<file path="src/rtl/popcount_pkg.sv">
// popcount_pkg: shared sizing helpers for the pipelined bit counter.
//   cnt_width    - width of one slice count, range 0..CHUNK
//   out_width    - width of the final count, range 0..WIDTH
//   pipe_latency - number of register stages from input to data_o
//   lvl_count    - number of adder-tree nodes on a given level
//   lvl_offset   - bit offset of a tree level inside the flattened tree vector
package popcount_pkg;

  function automatic int unsigned cnt_width(input int unsigned chunk);
    return $clog2(chunk) + 1;
  endfunction

  function automatic int unsigned out_width(input int unsigned width);
    return $clog2(width) + 1;
  endfunction

  function automatic int unsigned pipe_latency(input int unsigned width, input int unsigned chunk);
    if (chunk == 0) return 2;
    return 2 + $clog2(width / chunk);
  endfunction

  // Each level halves the node count, rounding up (an odd node passes through).
  function automatic int unsigned lvl_count(input int unsigned nch, input int unsigned lvl);
    int unsigned n;
    n = nch;
    for (int unsigned k = 0; k < lvl; k++) n = (n + 1) / 2;
    return n;
  endfunction

  // Level k nodes are cw+k bits wide; levels are packed back to back from level 0.
  function automatic int unsigned lvl_offset(input int unsigned nch, input int unsigned cw,
                                             input int unsigned lvl);
    int unsigned off;
    off = 0;
    for (int unsigned k = 0; k < lvl; k++) off += lvl_count(nch, k) * (cw + k);
    return off;
  endfunction

endpackage

</file>
<file path="src/rtl/popcount_pipe_if.sv">
// popcount_pipe_if: word/result handshake bundle for popcount_pipe.
//   data_val_i, data_i, cnt_zeros_i - input word, valid strobe and per-word mode
//   data_val_o, data_o              - result valid pulse and bit count (0..WIDTH)
//   data_last_i, acc_val_o, acc_o   - frame accumulator signals, POPCNT_ACCUM_EN only
// Modports: master drives words (producer side), slave is the counter.
interface popcount_pipe_if #(
  parameter int unsigned WIDTH = 32,
  parameter int unsigned ACC_W = 16
) ();
  import popcount_pkg::*;

  localparam int unsigned OW = out_width(WIDTH);

  if (WIDTH < 1 || ACC_W < 1) begin : g_bad_cfg
    $error("popcount_pipe_if: WIDTH and ACC_W must be >= 1");
  end

  logic             data_val_i;
  logic [WIDTH-1:0] data_i;
  logic             cnt_zeros_i;
  logic             data_val_o;
  logic [OW-1:0]    data_o;
`ifdef POPCNT_ACCUM_EN
  logic             data_last_i;
  logic             acc_val_o;
  logic [ACC_W-1:0] acc_o;

  modport master (
    output data_val_i, data_i, cnt_zeros_i, data_last_i,
    input  data_val_o, data_o, acc_val_o, acc_o
  );

  modport slave (
    input  data_val_i, data_i, cnt_zeros_i, data_last_i,
    output data_val_o, data_o, acc_val_o, acc_o
  );
`else
  modport master (
    output data_val_i, data_i, cnt_zeros_i,
    input  data_val_o, data_o
  );

  modport slave (
    input  data_val_i, data_i, cnt_zeros_i,
    output data_val_o, data_o
  );
`endif

endinterface

</file>
<file path="src/rtl/popcount_chunk.sv">
// popcount_chunk: counts the ones in one CHUNK-bit slice and registers the result.
//   i_clk  - clock, rising edge
//   i_en   - load a new count (slice data is valid this cycle)
//   i_clr  - synchronous clear of the registered count
//   i_data - slice bits
//   o_cnt  - registered count, 0..CHUNK
module popcount_chunk
  import popcount_pkg::*;
#(
  parameter int unsigned CHUNK = 8
) (
  input  logic                        i_clk,
  input  logic                        i_en,
  input  logic                        i_clr,
  input  logic [CHUNK-1:0]            i_data,
  output logic [cnt_width(CHUNK)-1:0] o_cnt
);

  localparam int unsigned CW = cnt_width(CHUNK);

  logic [CW-1:0] w_cnt;
  logic [CW-1:0] r_cnt;

  always_comb begin
    w_cnt = '0;
    for (int b = 0; b < CHUNK; b++) w_cnt = w_cnt + CW'(i_data[b]);
  end

  always_ff @(posedge i_clk) begin
    if (i_clr) begin
      r_cnt <= '0;
    end else if (i_en) begin
      r_cnt <= w_cnt;
    end
  end

  assign o_cnt = r_cnt;

endmodule

</file>
<file path="src/rtl/popcount_pipe.sv">
// popcount_pipe: fully pipelined ones/zeros counter, one word per cycle, no backpressure.
//   clk_i  - clock, rising edge
//   srst_i - synchronous reset, active-low; flushes every in-flight word
//   bus    - popcount_pipe_if.slave (word in, count out, optional frame total)
// Latency L = 2 + $clog2(WIDTH/CHUNK): input register, slice counters, then one
// registered pairwise adder level per stage, the last level feeding data_o directly.
// Optional feature (macro POPCNT_ACCUM_EN): per-frame saturating accumulator of the
// counts, closed by data_last_i and reported on acc_val_o/acc_o in the result cycle.
module popcount_pipe
  import popcount_pkg::*;
#(
  parameter int unsigned WIDTH = 32,
  parameter int unsigned CHUNK = 8,
  parameter int unsigned ACC_W = 16
) (
  input logic            clk_i,
  input logic            srst_i,
  popcount_pipe_if.slave bus
);

  localparam int unsigned NCH    = (CHUNK == 0) ? 1 : WIDTH / CHUNK;
  localparam int unsigned CW     = cnt_width(CHUNK);
  localparam int unsigned OW     = out_width(WIDTH);
  localparam int unsigned D      = $clog2(NCH);
  localparam int unsigned L      = pipe_latency(WIDTH, CHUNK);
  localparam int unsigned TREE_W = lvl_offset(NCH, CW, D + 1);
  localparam int unsigned OUT_OF = lvl_offset(NCH, CW, D);

  if (WIDTH < 1 || CHUNK < 1 || (WIDTH % CHUNK) != 0 || ACC_W < 1) begin : g_bad_cfg
    $error("popcount_pipe: WIDTH must be >= 1 and a multiple of CHUNK, ACC_W >= 1");
  end

  // r_val[s] is the valid bit of the word leaving stage s+1.
  logic [L-1:0]     r_val;
  logic [WIDTH-1:0] r_word;
  logic [TREE_W-1:0] w_tree;
  logic             w_chunk_clr;

  always_ff @(posedge clk_i) begin
    if (!srst_i) begin
      r_val <= '0;
    end else begin
      r_val <= {r_val[L-2:0], bus.data_val_i};
    end
  end

  // Zeros mode is folded into the input register so the rest of the pipe only counts ones.
  always_ff @(posedge clk_i) begin
    if (bus.data_val_i) begin
      r_word <= bus.cnt_zeros_i ? ~bus.data_i : bus.data_i;
    end
  end

  // With a single slice the chunk register is the output register and must clear on reset.
  assign w_chunk_clr = (D == 0) ? ~srst_i : 1'b0;

  for (genvar c = 0; c < NCH; c++) begin : g_chunk
    popcount_chunk #(
      .CHUNK(CHUNK)
    ) u_chunk (
      .i_clk  (clk_i),
      .i_en   (r_val[0]),
      .i_clr  (w_chunk_clr),
      .i_data (r_word[c*CHUNK +: CHUNK]),
      .o_cnt  (w_tree[c*CW +: CW])
    );
  end

  // Adder tree: level j reads level j-1 from w_tree and writes its own slice back.
  for (genvar j = 1; j <= D; j++) begin : g_lvl
    localparam int unsigned NI = lvl_count(NCH, j - 1);
    localparam int unsigned NO = lvl_count(NCH, j);
    localparam int unsigned WI = CW + j - 1;
    localparam int unsigned WO = CW + j;
    localparam int unsigned OI = lvl_offset(NCH, CW, j - 1);
    localparam int unsigned OO = lvl_offset(NCH, CW, j);

    for (genvar i = 0; i < NO; i++) begin : g_node
      logic [WO-1:0] w_add;
      logic [WO-1:0] r_node;

      if (2 * i + 1 < NI) begin : g_pair
        assign w_add = WO'(w_tree[OI + 2*i*WI +: WI]) + WO'(w_tree[OI + (2*i+1)*WI +: WI]);
      end else begin : g_odd
        assign w_add = WO'(w_tree[OI + 2*i*WI +: WI]);
      end

      if (j == D) begin : g_out
        always_ff @(posedge clk_i) begin
          if (!srst_i) begin
            r_node <= '0;
          end else if (r_val[j]) begin
            r_node <= w_add;
          end
        end
      end else begin : g_mid
        always_ff @(posedge clk_i) begin
          if (r_val[j]) begin
            r_node <= w_add;
          end
        end
      end

      assign w_tree[OO + i*WO +: WO] = r_node;
    end
  end

  // The tree result is never wider than WIDTH needs, so truncation is lossless.
  assign bus.data_o     = w_tree[OUT_OF +: OW];
  assign bus.data_val_o = r_val[L-1];

`ifdef POPCNT_ACCUM_EN
  localparam int unsigned SW = ((ACC_W > OW) ? ACC_W : OW) + 1;

  logic [L-1:0]     r_last;
  logic [ACC_W-1:0] r_run;
  logic [SW-1:0]    w_sum;
  logic [ACC_W-1:0] w_sat;
  logic             w_acc_val;

  // Qualified by r_val at the output, so it needs neither reset nor enable.
  always_ff @(posedge clk_i) begin
    r_last <= {r_last[L-2:0], bus.data_last_i};
  end

  assign w_sum     = SW'(r_run) + SW'(bus.data_o);
  assign w_sat     = (|w_sum[SW-1:ACC_W]) ? '1 : w_sum[ACC_W-1:0];
  assign w_acc_val = bus.data_val_o & r_last[L-1];

  always_ff @(posedge clk_i) begin
    if (!srst_i) begin
      r_run <= '0;
    end else if (bus.data_val_o) begin
      r_run <= r_last[L-1] ? '0 : w_sat;
    end
  end

  assign bus.acc_val_o = w_acc_val;
  assign bus.acc_o     = w_acc_val ? w_sat : '0;
`endif

endmodule

</file>
<file path="src/flat_wrapper.sv">
// flat-port wrapper written by rule: the top's interface ports become plain ports
module popcount_pipe_flat import popcount_pkg::*;
#(
  parameter int unsigned WIDTH = 32,
  parameter int unsigned CHUNK = 8,
  parameter int unsigned ACC_W = 16
)
  (clk_i, srst_i, bus_data_val_i, bus_data_i, bus_cnt_zeros_i, bus_data_val_o, bus_data_o);
  popcount_pipe_if #(.WIDTH(WIDTH), .ACC_W(ACC_W)) bus_i ();
  input logic clk_i;
  input logic srst_i;
  input wire logic [$bits(bus_i.data_val_i)-1:0] bus_data_val_i;
  input wire logic [$bits(bus_i.data_i)-1:0] bus_data_i;
  input wire logic [$bits(bus_i.cnt_zeros_i)-1:0] bus_cnt_zeros_i;
  output wire logic [$bits(bus_i.data_val_o)-1:0] bus_data_val_o;
  output wire logic [$bits(bus_i.data_o)-1:0] bus_data_o;
  assign bus_i.data_val_i = bus_data_val_i;
  assign bus_i.data_i = bus_data_i;
  assign bus_i.cnt_zeros_i = bus_cnt_zeros_i;
  assign bus_data_val_o = bus_i.data_val_o;
  assign bus_data_o = bus_i.data_o;
  popcount_pipe #(.WIDTH(WIDTH), .CHUNK(CHUNK), .ACC_W(ACC_W)) u_core (.clk_i(clk_i), .srst_i(srst_i), .bus(bus_i));
endmodule
</file>
<file path="config.mk">
export PLATFORM = sky130hd
export DESIGN_NAME = popcount_pipe_flat
export DESIGN_NICKNAME = d
export VERILOG_FILES = /design/src/rtl/popcount_pkg.sv /design/src/rtl/popcount_pipe_if.sv /design/src/rtl/popcount_chunk.sv /design/src/rtl/popcount_pipe.sv /design/src/flat_wrapper.sv
export SDC_FILE = /design/constraint.sdc
export NUM_CORES = 1
export LEC_CHECK = 0
export CAP_MARGIN = 20
export CORE_MARGIN = 2
export CORE_UTILIZATION = 50
export CTS_CLUSTER_SIZE = 40
export DETAILED_ROUTE_END_ITERATION = 8
export DONT_BUFFER_PORTS = 1
export PLACE_DENSITY = 0.72
export RECOVER_POWER = 100
export SYNTH_ARGS = -nofsm -noshare
export SYNTH_HDL_FRONTEND = slang
export SYNTH_SLANG_ARGS = --single-unit
</file>
<file path="constraint.sdc">
create_clock -name clk_i -period 5.3 [get_ports clk_i]
set_input_delay 0.795 -clock clk_i [delete_from_list [all_inputs] [get_ports clk_i]]
set_output_delay 0.795 -clock clk_i [all_outputs]
set_load 0.1 [all_outputs]
</file>
; ---- Word-level counts from Yosys, hierarchy flattened
; Index checks and enable logic that the tools add are counted.
[word_totals]
reg_bits = 68
wordCells = 42
output_inout_bits = 7
input_bits = 36
[op_classes]
add_sub_neg = 31
n_mux = 1
bitwise_logic = 1
[ops]
columns = cell, n
row1 = $add 4x1->4, 16
row2 = $mux 32, 1
row3 = $not 32->32, 1
row4 = $add 3x1->4, 4
row5 = $add 2x1->3, 4
row6 = $add 4x4->5, 2
row7 = $add 1x1->2, 4
row8 = $add 5x5->6, 1

; ---- Longest topological paths before layout
; Gate-level depths: netlist of run 1.
[logic_depth]
ltp_word = 7
ltp_mapped = 9
ltp_nobuf = 9

; ---- Cells and area by module
; A second synthesis of run 1 with hierarchy kept.
[unflattened]
cells_unflattened = 291
area_unflattened_um2 = 3619.7
[by_module_without_submodules]
columns = module, area_per_inst_um2, n_inst, cells_each, seq_area_each_um2
row1 = popcount_pipe, 2408.6, 1, 171, 1461.4
row2 = popcount_chunk, 302.8, 4, 30, 80.1

; ---- Worst setup path after synthesis of run 1
; No wires, ideal clock.
[synth_path]
path_type = register -> register
from = register u_core.r_word[0]
to = register u_core.g_chunk[0].u_chunk.r_cnt[1] (data pin)
synth_period_minus_slack_ps = 2918
path_buffers = 0
stages_incl_launch_ff = 10
required_time_ps = 5050
path_slack_ps = 2382
setup_ps = 250
t_arrival_ps = 2668
cell_sequence = edfxtp_1 -> fa_1 -> inv_1 -> fa_1 -> fa_1 -> inv_1 -> ha_1 -> inv_1 -> fa_1 -> inv_1
[synth_via]
elab_chain_cells = 7
[synth_rtl]
columns = element, line_no
row1 = "start, declared", popcount_pipe.sv:35  ; logic [WIDTH-1:0] r_word;
row2 = "start signal, assigned", popcount_pipe.sv:50  ; r_word <= bus.cnt_zeros_i ? ~bus.data_i : bus.data_i;
row3 = $add 1x1->2, popcount_chunk.sv:26  ; for (int b = 0; b < CHUNK; b++) w_cnt = w_cnt + CW'(i_data[b]);
row4 = $add 2x1->3, popcount_chunk.sv:26
row5 = $add 3x1->4, popcount_chunk.sv:26
row6 = $add 4x1->4 (4 in a row), popcount_chunk.sv:26
row7 = via u_core.g_chunk[0].u_chunk.w_cnt[1], popcount_chunk.sv:21  ; logic [CW-1:0] w_cnt;
row8 = "end signal, assigned", popcount_chunk.sv:33  ; r_cnt <= w_cnt;
row9 = "end, declared", popcount_chunk.sv:22  ; logic [CW-1:0] r_cnt;
; The timed path passes the listed nets, and every way through them passes these cells.
; A chain may end at the register's enable or synchronous reset.

; ---- Worst setup path in the final report of run 1
; Same ends and word-level chain as after synthesis.

==> run_results.csv, run 1 <==
group,metric,value,unit
sta,setup_viol,0,
setup_path,cp_max_fo,2,
logic_synthesis,ys.flop_type,"edfxtp_1",
die,ios,43,
logic_synthesis,ys_async_sr_fraction,0,%
sta,finalHoldViolCount,0,
clock_tree,clock_path_buffers,2,
route,route.met3.wl,259,um
setup_path,critical_path_class,"flip-flop to flip-flop",
sta,slew_headroom,34.5,%
route,ant_nets,0,
route,vias,1744,
logic_synthesis,synth-edff-count,58,
sta,rsz0062_at_grt,"false",
logic_synthesis,syn_area,3580,um^2
global_routing,gr-total-overflow,0,
logic_synthesis,yosysWarnings,0,
setup_path,arrival,3100,ps
die,coreArea,6870,um^2
place,gp_congestion,0.764,
setup_path,endpoint_kind,"flip-flop",
sta,tightest_slew,981,ps
clock_tree,cts_resized,0,
logic_synthesis,ys_seq_elements,68,
clock_tree,clockRootBuffer,"clkbuf_8",
cells_and_area,antenna_cells,0,
power,vdd_drop_max,232,uV
route,vias_per_cell,4.64,
clock_tree,cts_buffers,9,
global_routing,first_global_vias,1821,
die,die-area,7850,um^2
global_routing,grt_max_degree,34,
logic_synthesis,synthCells,270,
route,dr.pass1.iters,4,
route,route.detailed.drc,0,
setup_path,cp.required,5400,ps
global_routing,track_usage,13.3,%
sta,fin_skew,8.94,ps
sta,holdWs,558,ps
sta,fin_tns_setup,0,ps
clock_tree,insertion_delay,340,ps
place,io_buffers,0,
power,p_leak,1.66,nW
die,die_w,88.6,um
logic_synthesis,ys_seq_area_share,54.3,%
cells_and_area,syn2layout_area_growth,9.06,%
clock_tree,cts.clk_slew.worst_paths,80,ps
logic_synthesis,syn_avg_cell_area,13.3,um^2
route,wirelength,4360,um
place,place_hpwl,3210,um
setup_path,crit_chain,"fa_1 > inv_1 > fa_1 > fa_1 > inv_1 > ha_1 > inv_1 > fa_1 > inv_1",
route,wl_met1,1930,um
route,wl_met2,2070,um
setup_path,cpPeakStageDelay,550,ps
setup_path,critPathSlowestCell,"fa_1",
route,drt_iter0_markers,31,
sta,finalMaxSlewViolations,0,
logic_synthesis,synth.distinct_cells,29,
setup_path,start_kind,"flip-flop",
sta,period_share,56.7,%
cells_and_area,num-nets-final,355,
die,die_y,88.6,um
cells_and_area,drive_gt1_share,5.71,%
cells_and_area,fin_util,56.8,%
logic_synthesis,synthesis.nets,350,
run,drv_cap,0,
cells_and_area,nFillCells,572,
clock_tree,cts_hold_buf,0,
global_routing,antenna_found_initial,0,
sta,layout_min_cycle_time,3010,ps
clock_tree,clock-sinks,68,
min_path,min_path_type,"input pin to flip-flop",
route,top_layer,"met4",
clock_tree,cts_tree,"yes",
die,rows,30,
sta,fmax,333,MHz
status,outcome,"finished clean",
route,wl_per_cell,11.6,um
clock_tree,h-tree-depth,3,
clock_tree,cts_setup_buffers,0,
power,powerDensity,427,nW/um^2
global_routing,grt_first_pass_wirelength,7620,um
die,start_util,52.1,%
==> placed cells by master (no fill, tap or decap), drive strengths merged <==
cell type and count:
nor2b 8, nand3b 3, ha 25, inv 62
nor3b 2, a21o 3, nand3 3, and2 4
a21oi 7, xnor2 9, edfxtp 58, clkinv 3
dfxtp 10, o2111ai 1, clkbuf 10, a211o 1
nand2b 3, o211ai 1, or3 1, xor2 32
mux2i 2, bufinv 3, fa 19, nand2 1
and3 1, nor2 2, a211oi 1, o21ai 4
o211a 1
==> metal layers <==
layer  vias up  global-route usage, %
met5         -                      0
met4         0                   7.44
met3         8                   4.94
met2        43                   21.6
met1       815                   15.2
li1        878                      -
==> sequential cells by signal (all words and copies together) (netlist names) <==
register and flops:
u_core.r_val 4, u_core.g_chunk.u_chunk.o_cnt 16, u_core.g_lvl.g_node.r_node 10, u_core.r_word 32
u_core.bus.data_o 6
==> cell usage after synthesis (3+ instances only) <==
cell      instances  share of area (%)
a21oi_1           7               0.98
xnor2_1           9                2.2
xor2_1           32                7.8
nand3_1           3               0.42
nand2b_1          3               0.52
a21o_1            3               0.63
o21ai_0           4               0.56
fa_1             19                 11
edfxtp_1         58                 49
dfxtp_1          10                5.6
and2_1            4               0.70
ha_1             25                8.7
nor2b_1           8                1.4
inv_1            62                6.5
buf_4             3               0.63
nand3b_1          3               0.63
==> power breakdown <==
part	switching, W	internal, W
Sequential	0.0000426	0.000701
Clock	0.000197	0.000313
Combinational	0.000211	0.000201
Total	0.000450	0.00122
==> per-stage QoR <==
| stage | setup slack [ps] | instance area (um^2) | total power (W) | std cells |
|---|---|---|---|---|
| after floorplan | 2380 | 3580 | 0.00109 | 270 |
| after global placement | 2360 | 3660 | 0.00115 | 360 |
| after detailed placement | 2270 | 3660 | 0.00118 | 360 |
| after CTS | 2290 | 3900 | 0.00169 | 376 |
| after global routing | 2120 | 3900 | 0.00181 | 376 |
| final | 2290 | 3900 | 0.00167 | 376 |
==> critical path, delay by kind of cell (launching register included) <==
family | cells | cell delay [ps]
fa+ha+maj | 5 | 2160
buf+inv | 4 | 220
flops | 1 | 400
==> area by class of cell <==
cell class | instances | area, um^2 | area share (%)
multi-input cells | 134 | 1370 | 35.0
well taps | 96 | 120 | 3.08
flip-flops and latches | 68 | 1940 | 49.8
clock buffers | 10 | 128 | 3.27
clock inverters | 6 | 113 | 2.89
inverters | 62 | 233 | 5.96
==> final timing paths <==
path | cells after the start | endpoint | startpoint | slack [ps]
worst min register to register | 1 | u_core.g_lvl[1].g_node[0].r_node[0] | u_core.g_chunk[0].u_chunk.o_cnt[0] | 560
worst max register to register | 9 | u_core.g_chunk[0].u_chunk.o_cnt[1] | u_core.r_word[0] | 2290
worst min-delay path | 0 | u_core.r_word[6] | bus_data_val_i | 560
worst max-delay path | 9 | u_core.g_chunk[0].u_chunk.o_cnt[1] | u_core.r_word[0] | 2290
==> logic make-up after synthesis <==
group / after synthesis / share of synthesized area, %
AOI/OAI and AO/OA: 19 / 3.36
xor gates and xnor gates: 41 / 10.0
adders and majority gates: 44 / 19.4
buffers and inverters: 68 / 7.52
DFF: 68 / 54.3
muxes: 2 / 0.559
and+or+nand+nor: 28 / 4.89
Note: power is estimated with default switching activity, not from simulation.
==> run 2, diff against run 1 <==
--- a/config.mk
+++ b/config.mk
@@ -11,7 +11,7 @@
 export CTS_CLUSTER_SIZE = 40
 export DETAILED_ROUTE_END_ITERATION = 8
 export DONT_BUFFER_PORTS = 1
-export PLACE_DENSITY = 0.72
+export PLACE_DENSITY = 0.75
 export RECOVER_POWER = 100
 export SYNTH_ARGS = -nofsm -noshare
 export SYNTH_HDL_FRONTEND = slang
==> constraint.sdc (replaced) <==
create_clock -name clk_i -period 2.4 [get_ports clk_i]
set_input_delay 0.36 -clock clk_i [delete_from_list [all_inputs] [get_ports clk_i]]
set_output_delay 0.36 -clock clk_i [all_outputs]
set_load 0.1 [all_outputs]
==> run 2 against run 1 <==
The flow now finishes with violations (negative setup slack). Highest routed layer unchanged. Fmax is 1.6% higher. Utilization is 1.7 points higher. Via count is 1.5% higher.
==> run_results.csv, run 2 (same netlist as run 1, synthesis figures left out) <==
group,metric,value,unit
place,io_buffers,0,
route,vias_per_cell,4.58,
die,coreArea,6870,um^2
global_routing,first_global_vias,1856,
route,wl_per_cell,11.6,um
power,p_leak,1.65,nW
cells_and_area,postLayoutCellArea,4020,um^2
die,ios,43,
sta,finalMaxSlewViolations,0,
clock_tree,cts.clk_slew.worst_paths,70,ps
cells_and_area,syn2layout_area_growth,12.3,%
setup_path,endpoint_kind,"flip-flop",
setup_path,arrival,3050,ps
route,wirelength,4470,um
min_path,min_path_type,"input pin to flip-flop",
route,vias,1771,
sta,fin_tns_setup,-4840,ps
status,outcome,"complete, but fails checks",
cells_and_area,layout_commonest_cell,"edfxtp_1",
cells_and_area,largest_reg_flops,32,
cells_and_area,fin_util,58.5,%
sta,slew_headroom,20.4,%
cells_and_area,largest_register,"u_core.r_word",
place,pre_cts_ws,-608,ps
clock_tree,cts_hold_buf,0,
die,die_w,88.6,um
global_routing,grt_first_pass_wirelength,7490,um
die,die-area,7850,um^2
place,place_hpwl,3320,um
die,die_y,88.6,um
run,drv_cap,0,
sta,layout_min_cycle_time,2960,ps
sta,layout_setup_ws,-559,ps
cells_and_area,antenna_cells,0,
route,drt_iter0_markers,68,
sta,fmax,338,MHz
sta,finalHoldViolCount,0,
global_routing,gr-total-overflow,0,
clock_tree,h-tree-depth,3,
route,ant_nets,0,
cells_and_area,num-nets-final,366,
clock_tree,clock_path_buffers,2,
cells_and_area,most-common-layout-cells,"edfxtp_1 (58), inv_1 (48), xor2_1 (32)",
die,start_util,52.1,%
route,route.detailed.drc,0,
clock_tree,cts_buffers,9,
place,place_area,3740,um^2
global_routing,track_usage,12.9,%
setup_path,cp.required,2490,ps
power,powerDensity,939,nW/um^2
sta,tightest_slew,1190,ps
cells_and_area,drive_gt1_share,16.2,%
sta,setup_viol,15,
sta,fin_skew,8.61,ps
power,vdd_drop_max,566,uV
die,rows,30,
setup_path,start_kind,"flip-flop",
cells_and_area,nFillCells,559,
clock_tree,insertion_delay,330,ps
clock_tree,clockRootBuffer,"clkbuf_8",
sta,period_share,123,%
setup_path,critical_path_class,"flip-flop to flip-flop",
place,gp_congestion,0.791,
setup_path,cp_max_fo,2,
route,dr.pass1.iters,4,
global_routing,antenna_found_initial,0,
status,violations,"negative setup slack",
global_routing,grt_max_degree,34,
clock_tree,clock-sinks,68,
clock_tree,cts_tree,"yes",
sta,holdWs,129,ps
sta,rsz0062_at_grt,"true",
-- run 2: changes by cell type in the layout (fill, tap and decap cells not counted), moves of 2 or more --
| cell | change |
|---|---|
| ha_4 | +4 |
| clkinv_4 | -2 |
| ha_1 | -4 |
| a21oi_1 | -4 |
| clkbuf_1 | +8 |
| a21oi_2 | +4 |
| inv_1 | -14 |
| buf_6 | +3 |
| inv_2 | +14 |
| fa_1 | -7 |
| fa_2 | +7 |
-- run 2: through the flow --
step	total power (W)	cells
6_report	0.00378	387
4_1_cts	0.00374	386
3_3_place_gp	0.00257	368
3_5_place_dp	0.00264	368
2_1_floorplan	0.00244	270
5_1_grt	0.00406	387
-- run 2: path summary, 6_finish.rpt --
kind	startpoint	endpoint	slack (ps)	cells after the start
hold / removal	bus_data_val_i	u_core.r_word[6]	130	0
hold reg to reg	u_core.bus.data_o[1]	u_core.bus.data_o[1]	490	1
setup / recovery	u_core.r_word[24]	u_core.g_chunk[3].u_chunk.o_cnt[1]	-560	9
setup reg to reg	u_core.r_word[24]	u_core.g_chunk[3].u_chunk.o_cnt[1]	-560	9
-- run 2: worst max-delay path, stage by stage (launching register included) --
cell and delay, ps:
edfxtp_1 400, fa_1 540, inv_1 50, fa_1 500, fa_2 440, inv_2 80
ha_4 130, inv_2 40, fa_2 510, inv_1 30
-- run 2: area by class of cell --
class / count / area, um^2 / share of cell area (%)
Clock buffer: 11 / 131 / 3.27
Clock inverter: 5 / 76.3 / 1.90
Inverter: 62 / 233 / 5.79
Multi-Input combinational cell: 134 / 1450 / 36.1
Sequential cell: 68 / 1940 / 48.3
Tap cell: 96 / 120 / 2.99
Timing Repair Buffer: 11 / 67.6 / 1.68
-- run 2: where the power goes --
part	leakage [nW]	internal, W	switching [W]
Clock	0.101	0.000581	0.000416
Sequential	0.631	0.00155	0.0000668
Combinational	0.923	0.000584	0.000580
-- run 2: metal layers --
layer	share of wire (%)	vias to the layer above	wire, um	global-route usage, %
li1	-	899	-	-
met3	5.4	9	240	4.10
met4	2.4	0	106	7.30
met1	41	822	1850	13.8
met2	51	41	2270	22.4
met5	0	-	0	0
-- run 2: what timing repair did --
action                     4_1_cts  5_1_grt
pin swaps                        6        6
setup buffers                    2        1
setup endpoints to repair       16       16
gates resized for setup         16       14
